===== config.mk =====
export PLATFORM = sky130hd
export DESIGN_NAME = mem_bus_arbiter
export DESIGN_NICKNAME = d
export VERILOG_FILES = /design/src/rtl/mem_bus_arbiter.sv
export SDC_FILE = /design/constraint.sdc
export NUM_CORES = 1
export LEC_CHECK = 0
export CAP_MARGIN = 0
export CORE_AREA = 2 2 123 125
export CTS_CLUSTER_DIAMETER = 50
export CTS_CLUSTER_SIZE = 16
export DETAILED_ROUTE_END_ITERATION = 8
export DIE_AREA = 0 0 125 127
export PLACE_DENSITY_LB_ADDON = 0.15
export SLEW_MARGIN = 20
export SYNTH_ARGS = -nofsm -noshare
export SYNTH_HDL_FRONTEND = slang
export SYNTH_SLANG_ARGS = --single-unit

===== constraint.sdc =====
create_clock -name clk -period 1.3 [get_ports clk]
set_input_delay 0.195 -clock clk [delete_from_list [all_inputs] [get_ports clk]]
set_output_delay 0.195 -clock clk [all_outputs]
set_load 0.02 [all_outputs]

===== src/rtl/mem_bus_arbiter.sv =====
// Two-master Avalon arbiter: IDLE/OWN0/OWN1 ownership register, combinational forwarding of the owner.
// Latency: 1 cycle to arbitrate from IDLE, 0 once owned; owner parks so back-to-back transfers need no bubble.
module mem_bus_arbiter #(
    parameter int ADDR_W     = 32,
    parameter int DATA_W     = 32,
    parameter int FIXED_PRIO = 0
) (
    input  logic                  clk,
    input  logic                  reset,
    input  logic [ADDR_W-1:0]     m0_address,
    input  logic                  m0_read,
    input  logic                  m0_write,
    input  logic [DATA_W-1:0]     m0_writedata,
    input  logic [DATA_W/8-1:0]   m0_byteenable,
    output logic [DATA_W-1:0]     m0_readdata,
    output logic                  m0_waitrequest,
    input  logic [ADDR_W-1:0]     m1_address,
    input  logic                  m1_read,
    input  logic                  m1_write,
    input  logic [DATA_W-1:0]     m1_writedata,
    input  logic [DATA_W/8-1:0]   m1_byteenable,
    output logic [DATA_W-1:0]     m1_readdata,
    output logic                  m1_waitrequest,
    output logic [ADDR_W-1:0]     s_address,
    output logic                  s_read,
    output logic                  s_write,
    output logic [DATA_W-1:0]     s_writedata,
    output logic [DATA_W/8-1:0]   s_byteenable,
    input  logic [DATA_W-1:0]     s_readdata,
    input  logic                  s_waitrequest,
    output logic [1:0]            grant
);

    typedef enum logic [1:0] {IDLE = 2'd0, OWN0 = 2'd1, OWN1 = 2'd2} state_t;

    state_t r_state;
    logic   r_last;
    logic   w_req0;
    logic   w_req1;

    assign w_req0 = m0_read | m0_write;
    assign w_req1 = m1_read | m1_write;

    always_ff @(posedge clk or negedge reset) begin
        if (!reset) begin
            r_state <= IDLE;
            r_last  <= 1'b1;
        end else begin
            case (r_state)
                IDLE: begin
                    if (w_req0 && w_req1)
                        r_state <= (FIXED_PRIO != 0 || r_last) ? OWN0 : OWN1;
                    else if (w_req0)
                        r_state <= OWN0;
                    else if (w_req1)
                        r_state <= OWN1;
                end
                OWN0: begin
                    // Ownership may move only when the owner is not stalled mid-transfer.
                    if ((!w_req0 || !s_waitrequest) && w_req1 && (!w_req0 || FIXED_PRIO == 0)) begin
                        r_state <= OWN1;
                        r_last  <= 1'b0;
                    end
                end
                OWN1: begin
                    if ((!w_req1 || !s_waitrequest) && w_req0) begin
                        r_state <= OWN0;
                        r_last  <= 1'b1;
                    end
                end
                default: r_state <= IDLE;
            endcase
        end
    end

    assign m0_readdata = s_readdata;
    assign m1_readdata = s_readdata;

    // Gated by reset as well so strobes drop the instant reset asserts.
    always_comb begin
        s_address      = '0;
        s_read         = 1'b0;
        s_write        = 1'b0;
        s_writedata    = '0;
        s_byteenable   = '0;
        m0_waitrequest = 1'b1;
        m1_waitrequest = 1'b1;
        grant          = 2'b00;
        if (reset) begin
            case (r_state)
                OWN0: begin
                    s_address      = m0_address;
                    s_read         = m0_read;
                    s_write        = m0_write;
                    s_writedata    = m0_writedata;
                    s_byteenable   = m0_byteenable;
                    m0_waitrequest = s_waitrequest;
                    grant          = 2'b01;
                end
                OWN1: begin
                    s_address      = m1_address;
                    s_read         = m1_read;
                    s_write        = m1_write;
                    s_writedata    = m1_writedata;
                    s_byteenable   = m1_byteenable;
                    m1_waitrequest = s_waitrequest;
                    grant          = 2'b10;
                end
                default: ;
            endcase
        end
    end

endmodule


# Yosys cells after proc, flatten, opt, wreduce, memory -nomap -nowiden
# Cells that the tools add are included.
[classes] muxes=26 reduce_logical=12 eq_ne=5 bitwise_logic=2
[op_table] operator="$pmux W32 S2" n=2
[op_table] operator="$mux W32" n=2
[op_table] operator="$mux W2" n=7
[op_table] operator="$mux W1" n=8
[op_table] operator="$pmux W4 S2" n=1
[op_table] operator="$pmux W1 S2" n=3
[op_table] operator="$pmux W2 S3" n=1
[op_table] operator="$reduce_and A3 Y1" n=2
[op_table] operator="$mux W4" n=1
[op_table] operator="$ne A2 B2 Y1 const B" n=2
[op_table] operator="$ne A4 B4 Y1 const B" n=1
[op_table] operator="$pmux W2 S2" n=1
[op_table] operator="$logic_and A1 B1 Y1" n=3
[op_table] operator="$logic_not A1 Y1" n=3
[op_table] operator="$eq A2 B1 Y1 const B" n=1
[op_table] operator="$eq A2 B2 Y1 const B" n=1
[op_table] operator="$logic_not A2 Y1" n=1
[op_table] operator="$logic_or A1 B1 Y1" n=2
[op_table] operator="$or A1 B1 Y1" n=2
[op_table] operator="$reduce_bool A2 Y1" n=1
[word_totals] ff_bits=3 input_bits=175

# Logic depth before layout (Yosys ltp)
# Gate-level depths: netlist (run 1).
[logic_depth] word_depth=6 depth_mapped=6

# Worst setup path after synthesis (run 1)
# OpenSTA, ideal clock, no wires.
[synth_path] kind="register to output" startpoint="register r_state[0]" endpoint="output port s_address[0]" path_slack_ns=-0.332 required_time_ns=1.105 n_path_buf=2 t_arrival_ns=1.437 stages_incl_launch_ff=7 path_cell_list="dfrtp_1 inv_1 ha_1 buf_2 buf_2 a22oi_1 nor2_1"
[synth_between] elab_chain_len=3
[synth_rtl] element="start: declaration" line_no="36" text="state_t r_state;"
[synth_rtl] element="start signal: assignment" line_no="52" text="r_state <= (FIXED_PRIO != 0 || r_last) ? OWN0 : OWN1;"
[synth_rtl] element="$eq A2 B2 Y1 / $eq A2 B1 Y1 (equally long branches)" line_no="90" text="case (r_state)"
[synth_rtl] element="$pmux W32 S2 (*)" line_no="90"
[synth_rtl] element="$mux W32 (*)" line_no="89" text="if (reset) begin"
[synth_rtl] element="end: declaration" line_no="24" text="output logic [ADDR_W-1:0] s_address,"
# Every way passes the cells marked *; elsewhere a longest branch is shown, timed or not.

# Worst setup path in the final report (run 1)
[layout_path] startpoint="register r_state[1]" endpoint="output port s_address[8]"
# The elaborated chain is that of the path after synthesis.

==> results_dict.tcl, run 1 <==
set metrics [dict create \
    setup-violations-final 76 \
    synth_area_um2 1700 \
    cp_data_required_time_ns 1.11 \
    synth-seq-cells 3 \
    initial_core_util_pct 11.8 \
    status "complete, but fails checks" \
    synth_simple_gate_area_share_pct 21.4 \
    drive_above_1_share_pct 50.1 \
    powerDensity_nw_per_um2 1700 \
    viasPerCell 4.09 \
    slew-limit-headroom_pct 82.2 \
    numCtsBuffers 3 \
    routed_wl_mm 10.1 \
    yosys_warnings 0 \
    synth_mux_area_share_pct 1.47 \
    violations "setup timing" \
    synthFlopType "dfrtp_1" \
    maxCapViolations 0 \
    hp-class "in2async" \
    cts_root_buf "clkbuf_16" \
    row_count 44 \
    r2r_end "r_state[1]" \
    core-area_um2 14400 \
    synth_area_leaders "a22oi_1 (31%), buf_4 (28%), nor2_1 (16%)" \
    area_growth_syn_to_layout_pct 163 \
    diodes 0 \
    multi_input_area_um2 1490 \
    crit_type "reg2out" \
    synthAdderAreaFrac_pct 2.21 \
    first_pass_iters 4 \
    grt_pass1_vias 2726 \
    drc 0 \
    synth_seq_area_share_pct 4.50 \
    async_flop_share_pct 100 \
    clock_latency_ns 0.22 \
    track_usage_pct 11.4 \
    end_kind "output pin" \
    stdcell_count 629 \
    cp_max_fo 10 \
    setup_slack_ns -0.555 \
    cts_hold_buf 0 \
    cts_tree "done" \
    gp_congestion 0.774 \
    ys_top_cells_by_count "nor2_1 (71), a22oi_1 (70), buf_4 (64), buf_2 (15), clkbuf_1 (8)" \
    peakVddDrop_mv 0.740 \
    period_share_pct 143 \
    final-max-slew-violation-count 0 \
    skew_ns 0.00386 \
    seq_area_um2 76.3 \
    synth_top_family_by_area "compound AO/OA/AOI/OAI gates" \
    hold_viol_final 0 \
    layout_min_cycle_time_ns 1.85 \
    cts.sinks 3 \
    place_ws_ns -0.774 \
    fmax_ghz 0.539 \
    reg2reg_depth 6 \
    synth_compound_area_share_pct 35.5 \
    synth_area_leader_cell "a22oi_1" \
    io_buffer_count 216 \
    wire_per_inst_um 16.1 \
    r2r_slack_ns -0.17 \
    yosysMostFrequentCell "nor2_1" \
    antenna_left 0 \
    syn_avg_cell_area_um2 6.40 \
    grt_pass1_wl_mm 14.6 \
    holdWs_ns 0.203 \
    clkTransAtPathRegs_ns 0.03 \
    die_h_um 127 \
    synth_edf_count 0 \
    syn-num-nets 443 \
    tightest_slew_ns 0.268 \
    synth_xor_area_share_pct 0 \
    grt_max_degree 39 \
    htreeDepth 1 \
    antenna_found_initial 0 \
    rsz0062_at_grt "true" \
    drt-initial-drc-count 54 \
    chipWidth_um 125 \
    post-route-util_pct 31.0 \
    dp_cells 614 \
    fillers 1565 \
    layout.nets 624 \
    io_pins 313 \
    dp_hpwl_mm 7.80 \
    r2r-start "r_state[0]" \
    cp.arrival_ns 1.66 \
    clock_path_buffers 2 \
    fp.dieArea_um2 15900 \
    p_leak_nw 1.68 \
    synth_top_area_share_pct 31.0 \
    yosysUniqueCellTypes 29 \
    grt-ovfl-total 0 \
    synth_cells 265 \
    critPathLaunchType "flop" \
    routed-via-count 2573 \
]
-- registers in the layout, summed over array words and instances (netlist names) --
register / flops
r_last: 1
r_state: 2
-- worst max path at each step --
stage	from	endpoint
4_1_cts	r_state[1]	s_byteenable[3]
5_1_grt	r_state[1]	s_address[8]
3_3_place_gp	reset	s_writedata[19]
3_5_place_dp	reset	s_writedata[19]
6_report	r_state[1]	s_address[8]
2_1_floorplan	r_state[1]	s_address[16]
-- through the flow --
step                instance area, um^2  total power [mW]  setup TNS [ns]
floorplan                          2000              3.80          -13.53
global placement                   4110              6.06          -54.20
detailed placement                 4110              6.09          -53.12
CTS                                4240              7.05          -38.08
global route                       4470              8.12          -40.23
finish                             4470              7.60          -34.46
-- critical path, cell delays in order (launching register included) --
cell	delay (ns)
dfrtp_1	0.36
inv_2	0.07
ha_2	0.19
buf_12	0.15
buf_4	0.13
buf_4	0.13
a22oi_2	0.18
nor2_4	0.06
buf_4	0.15
-- power breakdown --
part,switching [mW],internal (mW),total (mW)
Clock,0.0886,0.405,0.494
Sequential,0.0378,0.148,0.186
Combinational,3.51,3.41,6.92
-- final cells by class --
| cell class | instances | share of cell area, % |
|---|---|---|
| Timing Repair Buffer | 263 | 57.9 |
| Multi-Input combinational cell | 173 | 33.3 |
| Tap cell | 184 | 5.15 |
| Clock buffer | 4 | 1.76 |
| Sequential cell | 3 | 1.71 |
| Inverter | 2 | 0.168 |
-- layer usage --
metal  GRT usage [%]  wire (um)  vias up
met5               0          0        -
met4            3.92        240        0
li1                -          -     1241
met3            2.60        762       28
met2            22.4       5670      128
met1            11.8       3420     1176
-- logic make-up (layout without fill, tap and decap cells) --
logic type	count (synthesis)	after routing
AND/OR/NAND/NOR	87	87
adder cells (fa/ha/maj)	3	3
flip-flops	3	3
multiplexers	2	2
AO/OA/AOI/OAI	81	81
buffers and inverters	89	269
-- placed cells by master, fill, tap and decap left out, types with 4 or more instances in the layout --
cell	netlist	layout
clkdlybuf4s50_1	0	141
nor2_2	1	28
buf_16	0	4
nor2_1	71	22
buf_12	0	7
buf_6	0	32
a22oi_1	70	34
a22oi_2	0	36
buf_2	15	20
clkbuf_16	0	4
nor2_4	1	23
buf_4	64	54
-- timing repair --
| item | 4_1_cts | 5_1_grt |
|---|---|---|
| endpoints found under the setup margin | 77 | 77 |
| gates resized for setup | 323 | 112 |
| cloned | 2 | 2 |
| pin swaps | 3 | 4 |
| buffers inserted | 6 | 2 |
No activity file was read; power rests on OpenSTA's default activity.
==> inputs of run 2 (changes only) <==
- CORE_AREA: 2 2 123 125 -> 4 4 118 120
- DIE_AREA: 0 0 125 127 -> 0 0 122 124
==> run 2 against run 1 <==
The run still ends with setup timing left. Die area down 4.7%. Power up 27%. Worst hold slack better by 0.038 ns. Combinational power up 29%. Wire length up 19%. Global-route usage up 0.72 points. Sequential share of layout area down 0.22 points. Critical path depth unchanged.
==> results_dict.tcl, run 2 (same netlist as run 1, synthesis figures left out) <==
set metrics [dict create \
    dp_cells 598 \
    cts.sinks 3 \
    routed_wl_mm 12.1 \
    grt_pass1_wl_mm 14.6 \
    place_area_um2 4080 \
    reg2reg_depth 6 \
    holdWs_ns 0.241 \
    hp-class "in2async" \
    r2r_slack_ns -0.11 \
    p_leak_nw 1.85 \
    cpMaxStageDelayCell "dfrtp_1" \
    area_growth_syn_to_layout_pct 206 \
    final_common_cell "clkdlybuf4s50_1" \
    antenna_found_initial 0 \
    violations "setup timing" \
    drive_above_1_share_pct 59.7 \
    stdcell_area_um2 5190 \
    layout_common_cells "clkdlybuf4s50_1 (141), a22oi_2 (61), buf_6 (58), nor2_4 (45), buf_4 (40)" \
    first_pass_iters 4 \
    status "complete, but fails checks" \
    clkTransAtPathRegs_ns 0.03 \
    largest_reg_flops 2 \
    crit_type "reg2out" \
    cts_root_buf "clkbuf_16" \
    fmax_ghz 0.529 \
    top_regs "r_state (2), r_last (1)" \
    drt-initial-drc-count 59 \
    layout.nets 631 \
    io_pins 313 \
    chipWidth_um 122 \
    dp_hpwl_mm 7.79 \
    layout_min_cycle_time_ns 1.89 \
    antenna_left 0 \
    cp_data_required_time_ns 1.11 \
    final-max-slew-violation-count 0 \
    slowest_delay_ns 0.40 \
    setup-violations-final 76 \
    end_kind "output pin" \
    clock_path_buffers 2 \
    startpoint "r_state[1]" \
    hold_viol_final 0 \
    powerDensity_nw_per_um2 1850 \
    setup_slack_ns -0.591 \
    numCtsBuffers 3 \
    critical_path.cell_chain "buf_6 -> ha_4 -> buf_12 -> buf_12 -> buf_6 -> a22oi_2 -> nor2_1 -> buf_4" \
    drc 0 \
    slew-limit-headroom_pct 70.1 \
    cp.arrival_ns 1.70 \
    die_h_um 124 \
    row_count 42 \
    clock_latency_ns 0.23 \
    critPathLaunchType "flop" \
    grt-ovfl-total 0 \
    r2r_end "r_state[0]" \
    maxCapViolations 0 \
    r2r-start "r_state[1]" \
    peakVddDrop_mv 0.551 \
    skew_ns 0.00310 \
    core-area_um2 13000 \
    gp_congestion 0.763 \
    cp_max_fo 7 \
    regMostFlops "r_state" \
    cts_tree "done" \
    initial_core_util_pct 13.1 \
    tightest_slew_ns 0.448 \
    rsz0062_at_grt "true" \
    fillers 1302 \
    track_usage_pct 12.1 \
    critPathTopFamily "buffers and inverters" \
    grt_pass1_vias 2688 \
    fp.dieArea_um2 15100 \
    cts_hold_buf 0 \
    stdcell_count 628 \
    period_share_pct 145 \
    wire_per_inst_um 19.2 \
    cp.buffers_inverters 5 \
    grt_max_degree 34 \
    viasPerCell 4.29 \
    io_buffer_count 216 \
    diodes 0 \
    routed-via-count 2695 \
    htreeDepth 1 \
]
## run 2: cell count changes in the layout (fill, tap and decap cells not counted), moves of 3 or more
cell / previous run / this run
clkbuf_16: 4 / 13
buf_6: 32 / 58
buf_2: 20 / 2
a22oi_2: 36 / 61
nor2_2: 28 / 17
buf_12: 7 / 14
nor2_1: 22 / 11
nor2_4: 23 / 45
buf_4: 54 / 40
buf_16: 4 / 1
a22oi_1: 34 / 9
## run 2: worst max-delay path by stage
stage,cells past startpoint,slack [ns],end
5_1_grt,8,-0.64,s_writedata[14]
3_5_place_dp,6,-0.74,s_byteenable[3]
3_3_place_gp,7,-0.72,s_writedata[31]
6_report,8,-0.59,s_writedata[14]
2_1_floorplan,6,-0.25,s_address[16]
4_1_cts,6,-0.67,s_writedata[6]
## run 2: per-stage QoR
stage               util (%)  worst slack [ns]  power, mW  TNS, ns
floorplan                  -            -0.253       3.80   -13.53
global placement        31.4            -0.720       6.00   -50.88
detailed placement      31.4            -0.742       6.03   -51.77
CTS                     33.3            -0.671       7.18   -41.10
global route            40.0            -0.640       10.2   -41.73
finish                  40.0            -0.591       9.63   -37.13
## run 2: cell type report
cell class	count	area [um^2]	area share, %
Tap cell	176	220	4.24
Clock buffer	4	78.8	1.52
Multi-Input combinational cell	174	1800	34.6
Timing Repair Buffer	269	3010	58.0
Sequential cell	3	77.6	1.49
Inverter	2	10.0	0.193
## run 2: metal layers
| metal | up-vias | wire, um | track usage [%] |
|---|---|---|---|
| li1 | 1264 | - | - |
| met1 | 1285 | 4490 | 13.9 |
| met2 | 111 | 6520 | 22.3 |
| met3 | 35 | 685 | 1.95 |
| met4 | 0 | 350 | 5.04 |
| met5 | - | 0 | 0 |
## run 2: timing repair
action                                  in CTS  in global routing
pin swaps                                    1                 23
gates cloned                                 3                 14
buffers inserted                             4                  6
endpoints found under the setup margin      76                 77
resized for setup                          341                210
## run 2: power by group
group / total, mW / internal, mW / switching, mW
Sequential: 0.204 / 0.151 / 0.0525
Clock: 0.500 / 0.406 / 0.0942
Combinational: 8.93 / 4.58 / 4.35
Total: 9.63 / 5.13 / 4.50
==> inputs of run 3 (changes only) <==
- CORE_AREA: 4 4 118 120 -> 4 4 119 121
- DIE_AREA: 0 0 122 124 -> 0 0 123 125
- PLACE_DENSITY_LB_ADDON: 0.15 -> not set
- clock period: 1.3 -> 1.85 ns (I/O delays scaled with it)
==> run 3 against run 2 <==
The flow still finishes with violations (setup timing). Count of clock-buffer cells in the layout stayed put. Worst hold slack got worse by 0.0011 ns. Register-to-register slack better by 0.41 ns. Clock skew up 0.0011 ns. Final area down 13%. Highest routed layer unchanged.
==> results_dict.tcl, run 3 (same netlist as run 1, synthesis figures left out) <==
set metrics [dict create \
    hp-class "in2async" \
    wire_per_inst_um 18.5 \
    core-area_um2 13100 \
    critical_path.cell_chain "buf_6 -> ha_4 -> buf_16 -> clkbuf_16 -> a22oi_2 -> nor2_4 -> buf_6" \
    dp_hpwl_mm 7.83 \
    drive_above_1_share_pct 48.9 \
    status "complete, but fails checks" \
    critPathLaunchType "flop" \
    stdcell_count 612 \
    end_kind "output pin" \
    post-route-util_pct 34.4 \
    power_mw 5.50 \
    seqPwrFrac_pct 2.4 \
    finalSetupTns_ns -1.58 \
    viasPerCell 4.31 \
    layout_min_cycle_time_ns 1.95 \
    p_int_mw 2.83 \
    track_usage_pct 13.1 \
    antenna_found_initial 0 \
    skew_ns 0.00418 \
    place_area_um2 3710 \
    layout.nets 615 \
    grt_pass1_vias 2837 \
    fmax_ghz 0.514 \
    p_comb_share_pct 91.3 \
    p_leak_nw 1.64 \
    layout_common_cells "clkdlybuf4s50_1 (141), buf_4 (54), a22oi_2 (53), nor2_1 (38), buf_6 (38)" \
    top_regs "r_state (2), r_last (1)" \
    tightest_slew_ns 0.303 \
    gp_congestion 0.754 \
    clock_path_buffers 2 \
    regMostFlops "r_state" \
    slowest_delay_ns 0.40 \
    slew-limit-headroom_pct 79.5 \
    cts.sinks 3 \
    setup-violations-final 33 \
    hold_viol_final 0 \
    cpMaxStageDelayCell "dfrtp_1" \
    crit_path_frequent_cell "buf_6" \
    peakVddDrop_mv 0.722 \
    dp_cells 589 \
    final_common_cell "clkdlybuf4s50_1" \
    final-max-slew-violation-count 0 \
    stdcell_area_um2 4500 \
    area_growth_syn_to_layout_pct 165 \
    cp.arrival_ns 1.67 \
    routed-via-count 2636 \
    routed_wl_mm 11.3 \
    clockPowerShare_pct 6.4 \
    fp.dieArea_um2 15400 \
    grt-ovfl-total 0 \
    rsz0062_at_grt "true" \
    io_pins 313 \
    chipWidth_um 123 \
    cp_data_required_time_ns 1.57 \
    cts_tree "done" \
    maxCapViolations 0 \
    cp_max_fo 7 \
    numCtsBuffers 3 \
    drt-initial-drc-count 106 \
    switching_share_pct 48.6 \
    drc 0 \
    powerDensity_nw_per_um2 1220 \
    row_count 42 \
    crit_type "reg2out" \
    period_share_pct 105 \
    clock_latency_ns 0.23 \
    largest_reg_flops 2 \
    p_sw_mw 2.67 \
    grt_pass1_wl_mm 15.9 \
    antenna_left 0 \
    grt_max_degree 20 \
    clkTransAtPathRegs_ns 0.03 \
    reg2reg_depth 7 \
    io_buffer_count 216 \
    htreeDepth 1 \
    initial_core_util_pct 13.0 \
    violations "setup timing" \
    first_pass_iters 4 \
    diodes 0 \
    setup_slack_ns -0.0951 \
    die_h_um 125 \
    cts_root_buf "clkbuf_16" \
]
## run 3: routing by layer
metal | track usage, % | routed length, um | vias to the layer above
met1 | 15.3 | 4080 | 1220
met3 | 3.30 | 995 | 47
met4 | 4.63 | 396 | 0
met5 | 0 | 0 | -
met2 | 23.1 | 5850 | 142
li1 | - | - | 1227
## run 3: per-stage QoR
| step | hold slack, ns | worst slack, ns |
|---|---|---|
| final | 0.240 | -0.0951 |
| after global routing | 0.251 | -0.141 |
| after CTS | 0.243 | -0.138 |
| after detailed placement | 0.527 | -0.308 |
| after global placement | 0.531 | -0.298 |
| after floorplan | -0.0181 | 0.135 |
## run 3: final cells by class
cell class                      count  area [um^2]
Multi-Input combinational cell    173         1510
Clock buffer                        4         78.8
Fill cell                        1370         8590
Sequential cell                     3         76.3
Timing Repair Buffer              254         2610
Inverter                            2         7.51
Tap cell                          176          220
## run 3: final timing paths
check	from	end	slack, ns
min in group clk	r_last	r_last	0.52
worst min register to register	r_last	r_last	0.52
worst max register to register	r_state[1]	r_state[0]	0.30
worst min-delay path	reset	r_state[1]	0.24
max in group asynchronous	reset	r_last	1.41
worst max-delay path	r_state[1]	s_writedata[6]	-0.1
## run 3: what timing repair did
item,CTS,global route
cloned,6,1
pin swaps,9,22
endpoints found under the setup margin,74,72
hold buffers,0,0
buffers inserted,13,2
gates resized for setup,365,138
## run 3: worst max-delay path: cells and delay by family, from the launching register on
kind	cells	cell delay, ns
simple gates	1	0.05
fa+ha+maj	1	0.20
flops	1	0.40
buf+inv	4	0.58
compound gates	1	0.21
## run 3: power groups by stage
| stage | logic [mW] | registers (mW) | clock network (mW) |
|---|---|---|---|
| global placement | 3.39 | 0.120 | 0 |
| global route | 5.31 | 0.136 | 0.364 |
| floorplan | 2.00 | 0.124 | 0 |
| CTS | 4.53 | 0.131 | 0.356 |
| detailed placement | 3.42 | 0.122 | 0 |
| finish | 5.02 | 0.131 | 0.350 |
